--- config.mk ---
export PLATFORM = sky130hd
export DESIGN_NAME = pipelined_priority_encoder
export DESIGN_NICKNAME = d
export VERILOG_FILES = /design/src/rtl/encoder_pkg.sv /design/src/rtl/encoder_stage.sv /design/src/rtl/pipelined_priority_encoder.sv
export SDC_FILE = /design/constraint.sdc
export NUM_CORES = 1
export LEC_CHECK = 0
export ABC_AREA = 1
export CORE_UTILIZATION = 40
export DETAILED_ROUTE_END_ITERATION = 10
export GPL_TIMING_DRIVEN = 1
export PLACE_DENSITY = 0.75
export SLEW_MARGIN = 25
export SYNTH_ARGS = -nofsm -noshare
export SYNTH_HDL_FRONTEND = slang
export SYNTH_SLANG_ARGS = --single-unit
--- constraint.sdc ---
create_clock -name clk -period 2 [get_ports clk]
set_clock_uncertainty 0.2 [all_clocks]
set_input_delay 0.6 -clock clk [delete_from_list [all_inputs] [get_ports clk]]
set_output_delay 0.6 -clock clk [all_outputs]
set_load 0.02 [all_outputs]
--- src/rtl/encoder_pkg.sv ---
// Shared definitions for the pipelined priority encoder.
// Contents:
//   search_dir_e : per-word search direction (SEARCH_MSB=0, SEARCH_LSB=1)
//   out_w()      : result width for a given input width, $clog2(dw)+1
//   payload_w()  : packed width of one stage payload {pos, found[, pop]}
// Optional feature macro: ENCODER_POPCOUNT_EN (adds a popcount field).
package encoder_pkg;

  typedef enum logic {
    SEARCH_MSB = 1'b0,
    SEARCH_LSB = 1'b1
  } search_dir_e;

  function automatic int out_w(input int dw);
    return $clog2(dw) + 1;
  endfunction

  // The payload struct itself is declared in the top module, because its
  // field widths follow DATA_WIDTH. This function gives the matching
  // packed width so the register slice can be sized generically.
  function automatic int payload_w(input int dw);
`ifdef ENCODER_POPCOUNT_EN
    return 2 * out_w(dw) + 1;
`else
    return out_w(dw) + 1;
`endif
  endfunction

endpackage

--- src/rtl/encoder_stage.sv ---
// One valid/ready register slice carrying an opaque payload.
// Ports:
//   clk, rst              : clock, synchronous active-high reset
//   in_valid/in_ready     : upstream handshake, in_payload is the data
//   out_valid/out_ready   : downstream handshake, out_payload is the data
// The slice loads whenever it is empty or its contents are being taken,
// so a bubble anywhere lets the upstream side advance.
module encoder_stage #(
  parameter int PW = 1
) (
  input  logic          clk,
  input  logic          rst,
  input  logic          in_valid,
  output logic          in_ready,
  input  logic [PW-1:0] in_payload,
  output logic          out_valid,
  input  logic          out_ready,
  output logic [PW-1:0] out_payload
);

  assign in_ready = ~out_valid | out_ready;

  always_ff @(posedge clk) begin
    if (rst) begin
      out_valid   <= 1'b0;
      out_payload <= '0;
    end else if (in_ready) begin
      out_valid <= in_valid;
      // Payload only moves with a real word; a bubble leaves it as-is.
      if (in_valid) out_payload <= in_payload;
    end
  end

endmodule

--- src/rtl/pipelined_priority_encoder.sv ---
// Pipelined priority encoder with valid/ready streaming.
// Returns the 1-based position of the highest (in_lsb=0) or lowest
// (in_lsb=1) set bit of in_data, 0 when no bit is set, after STAGES
// register slices.
// Ports:
//   clk, rst            : clock, synchronous active-high reset
//   in_data, in_lsb     : word to encode and its search direction
//   in_valid/in_ready   : input handshake (in_ready is 0 during reset)
//   out_pos, out_found  : result and any-bit-set flag
//   out_pop             : set-bit count (only with ENCODER_POPCOUNT_EN)
//   out_valid/out_ready : output handshake
// Optional feature macro: ENCODER_POPCOUNT_EN.
module pipelined_priority_encoder
  import encoder_pkg::*;
#(
  parameter  int DATA_WIDTH = 8,
  parameter  int STAGES     = 2,
  localparam int OUT_W      = out_w(DATA_WIDTH)
) (
  input  logic                  clk,
  input  logic                  rst,
  input  logic [DATA_WIDTH-1:0] in_data,
  input  logic                  in_lsb,
  input  logic                  in_valid,
  output logic                  in_ready,
  output logic [OUT_W-1:0]      out_pos,
  output logic                  out_found,
`ifdef ENCODER_POPCOUNT_EN
  output logic [OUT_W-1:0]      out_pop,
`endif
  output logic                  out_valid,
  input  logic                  out_ready
);

  localparam int PW = payload_w(DATA_WIDTH);

  typedef struct packed {
    logic [OUT_W-1:0] pos;
    logic             found;
`ifdef ENCODER_POPCOUNT_EN
    logic [OUT_W-1:0] pop;
`endif
  } payload_t;

  // Index 0 is the combinational scan / producer side, index k+1 is the
  // output of slice k, index STAGES is the block output.
  logic     [STAGES:0] vld_pipe;
  logic     [STAGES:0] rdy_pipe;
  payload_t [STAGES:0] pay_pipe;

  search_dir_e dir;
  logic [OUT_W-1:0] scan_pos;
`ifdef ENCODER_POPCOUNT_EN
  logic [OUT_W-1:0] scan_pop;
`endif

  assign dir = search_dir_e'(in_lsb);

  // Last hit wins, so the loop direction picks the priority end.
  always_comb begin
    scan_pos = '0;
    if (dir == SEARCH_LSB) begin
      for (int i = DATA_WIDTH - 1; i >= 0; i--)
        if (in_data[i]) scan_pos = OUT_W'(i + 1);
    end else begin
      for (int i = 0; i < DATA_WIDTH; i++)
        if (in_data[i]) scan_pos = OUT_W'(i + 1);
    end
  end

`ifdef ENCODER_POPCOUNT_EN
  always_comb begin
    scan_pop = '0;
    for (int i = 0; i < DATA_WIDTH; i++)
      scan_pop = scan_pop + OUT_W'(in_data[i]);
  end
`endif

  always_comb begin
    pay_pipe[0]       = '0;
    pay_pipe[0].pos   = scan_pos;
    pay_pipe[0].found = |in_data;
`ifdef ENCODER_POPCOUNT_EN
    pay_pipe[0].pop   = scan_pop;
`endif
  end

  // Reset blocks acceptance so nothing offered during reset is taken.
  assign vld_pipe[0]      = in_valid & ~rst;
  assign in_ready         = rdy_pipe[0] & ~rst;
  assign rdy_pipe[STAGES] = out_ready;

  for (genvar k = 0; k < STAGES; k++) begin : g_stage
    encoder_stage #(.PW(PW)) u_stage (
      .clk        (clk),
      .rst        (rst),
      .in_valid   (vld_pipe[k]),
      .in_ready   (rdy_pipe[k]),
      .in_payload (pay_pipe[k]),
      .out_valid  (vld_pipe[k+1]),
      .out_ready  (rdy_pipe[k+1]),
      .out_payload(pay_pipe[k+1])
    );
  end

  assign out_valid = vld_pipe[STAGES];
  assign out_pos   = pay_pipe[STAGES].pos;
  assign out_found = pay_pipe[STAGES].found;
`ifdef ENCODER_POPCOUNT_EN
  assign out_pop   = pay_pipe[STAGES].pop;
`endif

endmodule

==> impl_metrics.json <==
{
  "status": "finished clean",
  "p_per_area_mw_per_mm2": 622,
  "ant_nets": 0,
  "firstDrtPassIters": 4,
  "clkSinkCount": 12,
  "ios": 20,
  "grt_pass1_wl_um": 2040,
  "post_route_cells_drive_above_1_share_pct": 19.5,
  "routedWlPerCell_um": 9.85,
  "h-tree-depth": 1,
  "dp_hpwl_um": 1010,
  "grt_usage_pct": 18.1,
  "cts_tree": "done",
  "setup_ws_ns": 0.0199,
  "clock_latency_ns": 0.28,
  "area_growth_pct": 48.7,
  "synth_async_sr_flop_share_pct": 0,
  "synth_commonest_cells": "nand2_1 (22), dfxtp_1 (12), nor2_1 (12)",
  "setup_tns_ns": 0,
  "synth-seq-cells": 12,
  "die_h_um": 41.1,
  "drcViolationCount": 0,
  "antenna_found_initial": 0,
  "yosysUniqueCellTypes": 17,
  "initial_core_util_pct": 44.8,
  "cts_made_buffers": 3,
  "finalHoldViolCount": 0,
  "leakagePower_uw": 0.000439,
  "antenna-diode-count": 0,
  "setup_viol": 0,
  "tightest_slew_ns": 0.260,
  "slew_viol_final": 0,
  "grt_max_degree": 8,
  "max_cap_viol_count": 0,
  "die_x_um": 41.1,
  "slew_headroom_pct": 82.5,
  "ir_drop_mv": 0.262,
  "fmax_ghz": 0.505,
  "min_path_type": "flip-flop to flip-flop",
  "grt_pass1_vias": 517,
  "synth_edf_count": 0,
  "overflow": 0,
  "die_area_sq_mm": 0.00169,
  "cp_max_fo": 2,
  "fin_util_pct": 66.6,
  "clk_pin_slew_worst_paths_ns": 0.08,
  "end_kind": "primary output",
  "layout_min_cycle_time_ns": 1.98,
  "syn_nets": 101,
  "critPathLaunchType": "input pin",
  "drt-total-wl_um": 1310,
  "routabilityCongestion": 0.824,
  "synth_warnings": 0,
  "cp.arrival_ns": 1.18,
  "core_sq_mm": 0.00137,
  "worstPathRequired_ns": 1.20,
  "synth_flop_cell": "dfxtp_1",
  "synth_top_area_share_pct": 39.3,
  "fin_crit_sh_pct": 99.0,
  "port-buffer-count": 19,
  "viasPerCell": 4.77,
  "yosysSeqAreaShare_pct": 39.3,
  "yosysMostFrequentCell": "nand2_1",
  "worst_hold_slack_ns": 0.269,
  "synth_area_sq_um": 612,
  "avgSynthCellArea_sq_um": 6.95,
  "num_rows": 13,
  "synth_largest_area_cell": "dfxtp_1",
  "vias": 635,
  "clockRootBuffer": "clkbuf_4",
  "dp_slack_ns": -0.691,
  "yosys-top-cells-area": "dfxtp_1 (39%), nand2_1 (13%), nor2_1 (7.4%)",
  "syn_inst": 88,
  "clockBufferDepth": 2,
  "drt_iter0_drc": 12,
  "worstSetupPathType": "input pin to primary output",
  "nets": 132
}
-- flip-flops by register name (all words and copies together), names as in the netlist --
signal / cells
g_stage.u_stage.out_payload: 10
g_stage.u_stage.out_valid: 2
-- area by class of cell --
cell class / instances / area, sq um
clock buffer: 4 / 36.3
fill: 134 / 457
inverter: 15 / 63.8
multi-input combinational: 61 / 315
sequential: 12 / 240
tap: 15 / 18.8
timing repair buffer: 26 / 235
-- cells by family (layout without fill, tap and decap cells) --
family	count (synthesis)	in the layout	share of synthesized area (%)
compound gates	18	18	16.2
simple gates	43	43	34.1
buf+inv	15	45	10.4
flops	12	12	39.3
-- cells in the final DEF, fill, tap and decap left out, types with 6 or more instances in the layout --
cell type and n:
nand2_1 22, nor2_1 12, dfxtp_1 12, inv_1 10, clkdlybuf4s50_1 10, o21ai_0 7, dlygate4sd2_1 7, buf_4 7
a21oi_1 6
-- metal layers --
| layer | share of wire [%] | wire length [um] | up-vias | track usage (%) |
|---|---|---|---|---|
| met5 | 0 | 0 | - | 0 |
| met4 | 1.3 | 17 | 0 | 8.06 |
| met3 | 3.2 | 42 | 2 | 1.63 |
| met2 | 47 | 615 | 13 | 30.5 |
| met1 | 49 | 636 | 279 | 23.0 |
| li1 | - | - | 341 | - |
-- critical path, stage by stage --
cell and delay (ns):
clkdlybuf4s15_1 0.18, inv_2 0.08, nand3_4 0.08, nand2_4 0.08
inv_4 0.03, buf_6 0.12
-- per-stage QoR --
step / power [uW] / std cells / instance area [sq um]
final: 566 / 133 / 910
after global routing: 594 / 133 / 910
after CTS: 566 / 132 / 901
after detailed placement: 380 / 127 / 858
after global placement: 377 / 127 / 858
after floorplan: 322 / 88 / 612
-- path summary, 6_finish.rpt --
| check | from | depth (start not counted) | end | slack [ns] |
|---|---|---|---|---|
| setup / recovery | out_ready | 6 | in_ready | 0.02 |
| hold / removal | g_stage[0].u_stage.out_payload[1] | 2 | g_stage[0].u_stage.out_payload[1] | 0.27 |
| setup reg to reg | g_stage[1].u_stage.out_valid | 8 | g_stage[0].u_stage.out_payload[0] | 0.64 |
| hold reg to reg | g_stage[0].u_stage.out_payload[1] | 2 | g_stage[0].u_stage.out_payload[1] | 0.27 |
-- where the power goes --
part / total, uW / switching (uW) / internal [uW]
Clock: 194 / 83.1 / 111
Combinational: 115 / 60.7 / 54.2
Sequential: 257 / 6.26 / 251
Total: 566 / 150 / 416
-- timing repair --
action / CTS / global route
buffers inserted: 1 / 1
pin swaps: 0 / 1
resized for setup: 16 / 1
endpoints found under the setup margin: 7 / 1
hold endpoints to repair: 0 / 0
hold buffers: 0 / 0
(Power assumes the default switching activity.)
